[src/rtl/hdmi_packet_pkg.sv]
// Shared HDMI data-island packet widths and packet-type codes used by the
// arbiter, packet_picker and packet_assembler.
package hdmi_packet_pkg;

  localparam int HEADER_W = 24;
  localparam int SUB_W    = 224;

  localparam logic [HEADER_W-1:0] NULL_HEADER = 24'h0;
  localparam logic [SUB_W-1:0]    NULL_SUB    = 224'h0;

  localparam logic [7:0] ACR            = 8'h01;
  localparam logic [7:0] AUDIO_SAMPLE   = 8'h02;
  localparam logic [7:0] INFOFRAME_BASE = 8'h80;

endpackage

[src/rtl/rr_priority_encoder.sv]
// Rotating-priority one-hot encoder: the first set request at or after ptr
// (wrapping) wins.
module rr_priority_encoder #(
  parameter  int N = 4,
  localparam int W = $clog2(N)
) (
  input  logic [N-1:0] req,
  input  logic [W-1:0] ptr,
  output logic [N-1:0] gnt,
  output logic         any
);

  logic [W-1:0] idx_s;

  // Scan from ptr upward and keep only the first hit.
  always_comb begin
    gnt   = '0;
    any   = 1'b0;
    idx_s = '0;
    for (int k = 0; k < N; k++) begin
      idx_s = W'((int'(ptr) + k) % N);
      if (!any && req[idx_s]) begin
        gnt[idx_s] = 1'b1;
        any        = 1'b1;
      end else begin
        any = any;
      end
    end
  end

endmodule

[src/rtl/packet_slot_arbiter.sv]
// Grants one packet source per data-island slot: urgent fixed priority, then
// unserved deadline sources round-robin, then everything else round-robin.
module packet_slot_arbiter
  import hdmi_packet_pkg::*;
#(
  parameter  int                 NUM_REQ       = 4,
  parameter  logic [NUM_REQ-1:0] URGENT_MASK   = 4'b0001,
  parameter  logic [NUM_REQ-1:0] DEADLINE_MASK = 4'b0110,
  localparam int                 ID_W          = $clog2(NUM_REQ)
) (
  input  logic                        clk_pixel,
  input  logic                        reset,
  input  logic                        packet_enable,
  input  logic                        video_field_end,
  input  logic [NUM_REQ-1:0]          req,
  input  logic [NUM_REQ*HEADER_W-1:0] req_header,
  input  logic [NUM_REQ*SUB_W-1:0]    req_sub,
  output logic [NUM_REQ-1:0]          ack,
  output logic                        grant_valid,
  output logic [ID_W-1:0]             grant_id,
  output logic [HEADER_W-1:0]         header,
  output logic [SUB_W-1:0]            sub,
  output logic [NUM_REQ-1:0]          missed_deadline
);

  logic [NUM_REQ-1:0]  ack_q, sent_q, missed_q;
  logic                grant_valid_q;
  logic [ID_W-1:0]     grant_id_q, rr_ptr_q;
  logic [HEADER_W-1:0] header_q;
  logic [SUB_W-1:0]    sub_q;

  logic [NUM_REQ-1:0]  elig_s, urg_s, urg_gnt_s, dl_s, dl_gnt_s, any_gnt_s;
  logic                dl_any_s, any_any_s;
  logic [NUM_REQ-1:0]  gnt_d, grant_now_s;
  logic                rr_grant_d, valid_d;
  logic [ID_W-1:0]     id_d, rr_ptr_d;
  logic [HEADER_W-1:0] header_d;
  logic [SUB_W-1:0]    sub_d;

  // A source acked last cycle still shows req this cycle; mask it out.
  assign elig_s    = req & ~ack_q;
  assign urg_s     = elig_s & URGENT_MASK;
  assign urg_gnt_s = urg_s & (~urg_s + NUM_REQ'(1));
  assign dl_s      = elig_s & DEADLINE_MASK & ~sent_q;

  rr_priority_encoder #(.N(NUM_REQ)) u_rr_deadline (
    .req (dl_s),
    .ptr (rr_ptr_q),
    .gnt (dl_gnt_s),
    .any (dl_any_s)
  );

  rr_priority_encoder #(.N(NUM_REQ)) u_rr_general (
    .req (elig_s),
    .ptr (rr_ptr_q),
    .gnt (any_gnt_s),
    .any (any_any_s)
  );

  // Class selection and one-hot to index/payload mux.
  always_comb begin
    if (|urg_s) begin
      gnt_d      = urg_gnt_s;
      rr_grant_d = 1'b0;
    end else if (dl_any_s) begin
      gnt_d      = dl_gnt_s;
      rr_grant_d = 1'b1;
    end else begin
      gnt_d      = any_gnt_s;
      rr_grant_d = any_any_s;
    end
    valid_d  = |gnt_d;
    id_d     = '0;
    header_d = NULL_HEADER;
    sub_d    = NULL_SUB;
    for (int i = 0; i < NUM_REQ; i++) begin
      id_d     = id_d | (gnt_d[i] ? ID_W'(i) : '0);
      header_d = header_d | ({HEADER_W{gnt_d[i]}} & req_header[i*HEADER_W +: HEADER_W]);
      sub_d    = sub_d | ({SUB_W{gnt_d[i]}} & req_sub[i*SUB_W +: SUB_W]);
    end
    rr_ptr_d = (id_d == ID_W'(NUM_REQ - 1)) ? '0 : id_d + ID_W'(1);
  end

  assign grant_now_s = packet_enable ? gnt_d : '0;

  // Slot registers, round-robin pointer and per-field delivery bookkeeping.
  always_ff @(posedge clk_pixel) begin
    if (reset) begin
      ack_q         <= '0;
      grant_valid_q <= 1'b0;
      grant_id_q    <= '0;
      header_q      <= NULL_HEADER;
      sub_q         <= NULL_SUB;
      rr_ptr_q      <= '0;
      sent_q        <= '0;
      missed_q      <= '0;
    end else begin
      ack_q <= '0;
      if (packet_enable) begin
        ack_q         <= gnt_d;
        grant_valid_q <= valid_d;
        header_q      <= header_d;
        sub_q         <= sub_d;
        if (valid_d) grant_id_q <= id_d;
        if (rr_grant_d) rr_ptr_q <= rr_ptr_d;
      end
      // A grant in the field-end cycle is credited to the field that is ending.
      if (video_field_end) begin
        missed_q <= missed_q | (DEADLINE_MASK & ~(sent_q | grant_now_s));
        sent_q   <= '0;
      end else begin
        sent_q <= sent_q | grant_now_s;
      end
    end
  end

  assign ack             = ack_q;
  assign grant_valid     = grant_valid_q;
  assign grant_id        = grant_id_q;
  assign header          = header_q;
  assign sub             = sub_q;
  assign missed_deadline = missed_q;

endmodule

[config.mk]
export PLATFORM = sky130hd
export DESIGN_NAME = packet_slot_arbiter
export DESIGN_NICKNAME = d
export VERILOG_FILES = /design/src/rtl/hdmi_packet_pkg.sv /design/src/rtl/rr_priority_encoder.sv /design/src/rtl/packet_slot_arbiter.sv
export SDC_FILE = /design/constraint.sdc
export NUM_CORES = 1
export LEC_CHECK = 0
export ABC_CLOCK_PERIOD_IN_PS = 7750
export BUFFER_PORTS_ARGS = -buffer_cell sky130_fd_sc_hd__buf_2
export CAP_MARGIN = 20
export CORE_AREA = 2 2 490 492
export DETAILED_ROUTE_END_ITERATION = 8
export DIE_AREA = 0 0 492 494
export PLACE_DENSITY = 0.3
export SETUP_SLACK_MARGIN = 0.15
export SYNTH_ARGS = -nofsm -noshare
export SYNTH_HDL_FRONTEND = slang
export SYNTH_HIERARCHICAL = 1
export SYNTH_SLANG_ARGS = --single-unit
[constraint.sdc]
create_clock -name clk_pixel -period 7.75 [get_ports clk_pixel]
set_input_delay 1.55 -clock clk_pixel [delete_from_list [all_inputs] [get_ports clk_pixel]]
set_output_delay 1.55 -clock clk_pixel [all_outputs]
set_load 0.01 [all_outputs]
==> results.tsv <==
metric	value	unit
hold_violations	0	
rsz0062_at_grt	no	
synth_ff_type	dfxtp_1	
cts-root-buf	clkbuf_16	
crit_type	primary input to flip-flop	
wl	163000	um
p_int	3.50	mW
clk_pin_slew_worst_paths	0.06	ns
p_comb_share	40.9	%
grt_first_pass_wirelength	207000	um
multi_input_area	10300	um2
grt_pass1_vias	20850	
cpLargestDelayFamily	simple AND/OR/NAND/NOR gates	
hp-class	flip-flop to flip-flop	
vias	20254	
dp_slack	2.02	ns
clock_latency	0.66	ns
routedWlPerCell	27.1	um
cts.sinks	261	
seq_area	5230	um2
synth-edff-count	0	
first_pass_iters	5	
pwr-share-clk	32.7	%
drive_gt1_share	63.3	%
outcome	complete, no violations	
portBuffers	1256	
cts_made_buffers	42	
arrival	5.53	ns
grt_max_degree	95	
crit_chain	buf_2 -> nor2b_1 -> and2_1 -> mux2i_1 -> mux2_2 -> a221oi_2 -> o2bb2ai_1 -> mux2i_1 -> nand2_8 -> buf_4 -> buf_4 -> a22oi_1 -> a211oi_2	
worst_slack	2.71	ns
ys_types	51	
power.density	218	nW/um2
grt_usage	12.8	%
layout_commonest_cell	buf_2	
die_area	243000	um2
n_fill_cell	27550	
post_cts_resized	0	
overflow	0	
yosysTopAreaCellShare	31.4	%
core_area	237000	um2
cap_viol_max_count	0	
synth-seq-cells	261	
p_total	6.09	mW
worst_path_largest_cell_delay	0.58	ns
synthesis.area	16700	um2
vias_per_cell	3.36	
hpwl	137000	um
dieWidth	492	um
post-route-period-util	65.0	%
ios	1259	
yosysTopAreaCell	dfxtp_1	
cellLeakagePower	11.3	nW
slowest_stage	nor2b_1	
power_frac_seq	26.4	%
path_buf_inv	3	
netlist_instances	1622	
drcViolationCount	0	
rows	179	
cts_hold_buf	0	
syn_area_per_cell	10.3	um2
fin_nets	3795	
fin_skew	0.0445	ns
post_cts_buffers	0	
initial_core_util	7.02	%
area_delta_synth_final	67.5	%
p_switching	2.58	mW
place.gp.congestion	0.931	
tns	0	ns
vdd_drop_max	0.133	mV
ys_warn_count	6	
die_h	494	um
critPathCaptureType	flip-flop	
cts_buffer_depth	3	
slew_viol_final	0	
grt_antenna_before_repair	70	
synth_area_leaders	dfxtp_1 (31%), a221oi_2 (17%), a211oi_2 (14%)	
layoutNonFillerInstCount	6029	
cts_tree	done	
drt_iter0_drc	1169	
crit_path_max_fanout	51	
final_cell_mix	buf_2 (1254), nor2_1 (264), dfxtp_1 (261)	
ant_nets	0	
setup_viol	0	
place_area	26400	um2
required	8.24	ns
cp-start-kind	primary input	
placed_cells	5906	
switching_share	42.4	%
design_area	27900	um2
async_flop_share	0	%
max_freq	198	MHz
ys_seq_area_share	31.4	%
htree_num_levels	2	
slew-limit-headroom	25.6	%
worstMarginPinSlew	1.12	ns
fin_crit	5.04	ns
logic make-up (layout without fill, tap and decap cells):
| logic type | after synthesis | after routing | synth area share, % |
|---|---|---|---|
| mux | 24 | 24 | 1.86 |
| buf+inv | 216 | 1393 | 7.24 |
| fa+ha+maj | 12 | 12 | 0.901 |
| flops | 261 | 261 | 31.4 |
| xor+xnor | 1 | 1 | 0.0526 |
| simple gates | 315 | 315 | 8.00 |
| other cells | 1 | 64 | 0.0225 |
| compound gates | 792 | 792 | 50.6 |
power groups by stage:
stage | registers [mW] | clock network (mW) | logic [mW]
after CTS | 1.61 | 2.10 | 2.58
after floorplan | 1.68 | 0 | 1.27
final | 1.61 | 1.99 | 2.49
after detailed placement | 1.64 | 0 | 2.57
after global routing | 1.63 | 2.14 | 2.68
after global placement | 1.64 | 0 | 2.57
cell type report:
class / count / share of cell area [%]
multi-input cells: 1155 / 36.8
repair buffers: 1312 / 24.8
flip-flops and latches: 261 / 18.7
well taps: 3167 / 14.2
clock buffers: 56 / 4.28
clock inverters: 14 / 0.480
diodes: 53 / 0.475
inverters: 11 / 0.184
synthesized netlist by cell type (2+ instances only):
cell type  count
mux2i_4        3
buf_1         19
a211oi_2     190
a21oi_1        5
and2_1         3
nand3_1        2
ha_1          12
nor2_1       264
mux2i_1       13
nand2_1        9
clkbuf_2       2
inv_1          9
clkbuf_1      80
a221oi_1      58
nand3_2        2
o22ai_1       13
dfxtp_1      261
nor2_8         2
mux4_2         2
o31a_1         2
or4_1          2
nor3_1         7
nor2b_1        3
buf_6         16
o2bb2ai_1      8
buf_4         24
buf_2         54
a221oi_2     194
or3b_1         2
nand3b_1       3
a2111o_1       2
mux2_2         6
a211oi_1      62
a31o_1         4
nand4b_1       2
nand2b_1      11
a22oi_1      248
buf_8         10
metal layers:
layer	GRT usage, %	vias to the layer above	part of all wire [%]
li1	-	9019	-
met5	0	-	0.11
met1	14.7	9848	39
met2	21.3	1136	47
met4	5.91	28	5.1
met3	4.20	223	8.5
sequential cells by signal, indices dropped and copies added, names as in the netlist:
register,flops
ack,4
rr_ptr_q,2
grant_valid,1
sub,224
sent_q,2
missed_deadline,2
header,24
grant_id,2
worst min-delay path: cells and delay by family, from the launching register on:
family             cells  cell delay [ns]
DFF                    1             0.32
and+or+nand+nor        1             0.07
AOI/OAI and AO/OA      1             0.04
worst paths after layout:
path                                                      start                         endpoint  slack [ns]  cells past startpoint
worst min-delay path            missed_deadline[1]$_SDFFE_PP0P_  missed_deadline[1]$_SDFFE_PP0P_        0.47                      2
worst max register to register         rr_ptr_q[0]$_SDFFE_PP0P_             sub[56]$_SDFFE_PP0P_        2.95                     13
worst min register to register  missed_deadline[1]$_SDFFE_PP0P_  missed_deadline[1]$_SDFFE_PP0P_        0.47                      2
worst max-delay path                                     req[2]             sub[56]$_SDFFE_PP0P_        2.71                     13
through the flow:
stage,util (%),hold slack (ns)
global route,11.7,0.501
CTS,11.7,0.476
detailed placement,11.1,0.460
global placement,11.1,0.448
floorplan,-,0.493
finish,11.8,0.473
Note: power is estimated with default switching activity, not from simulation.
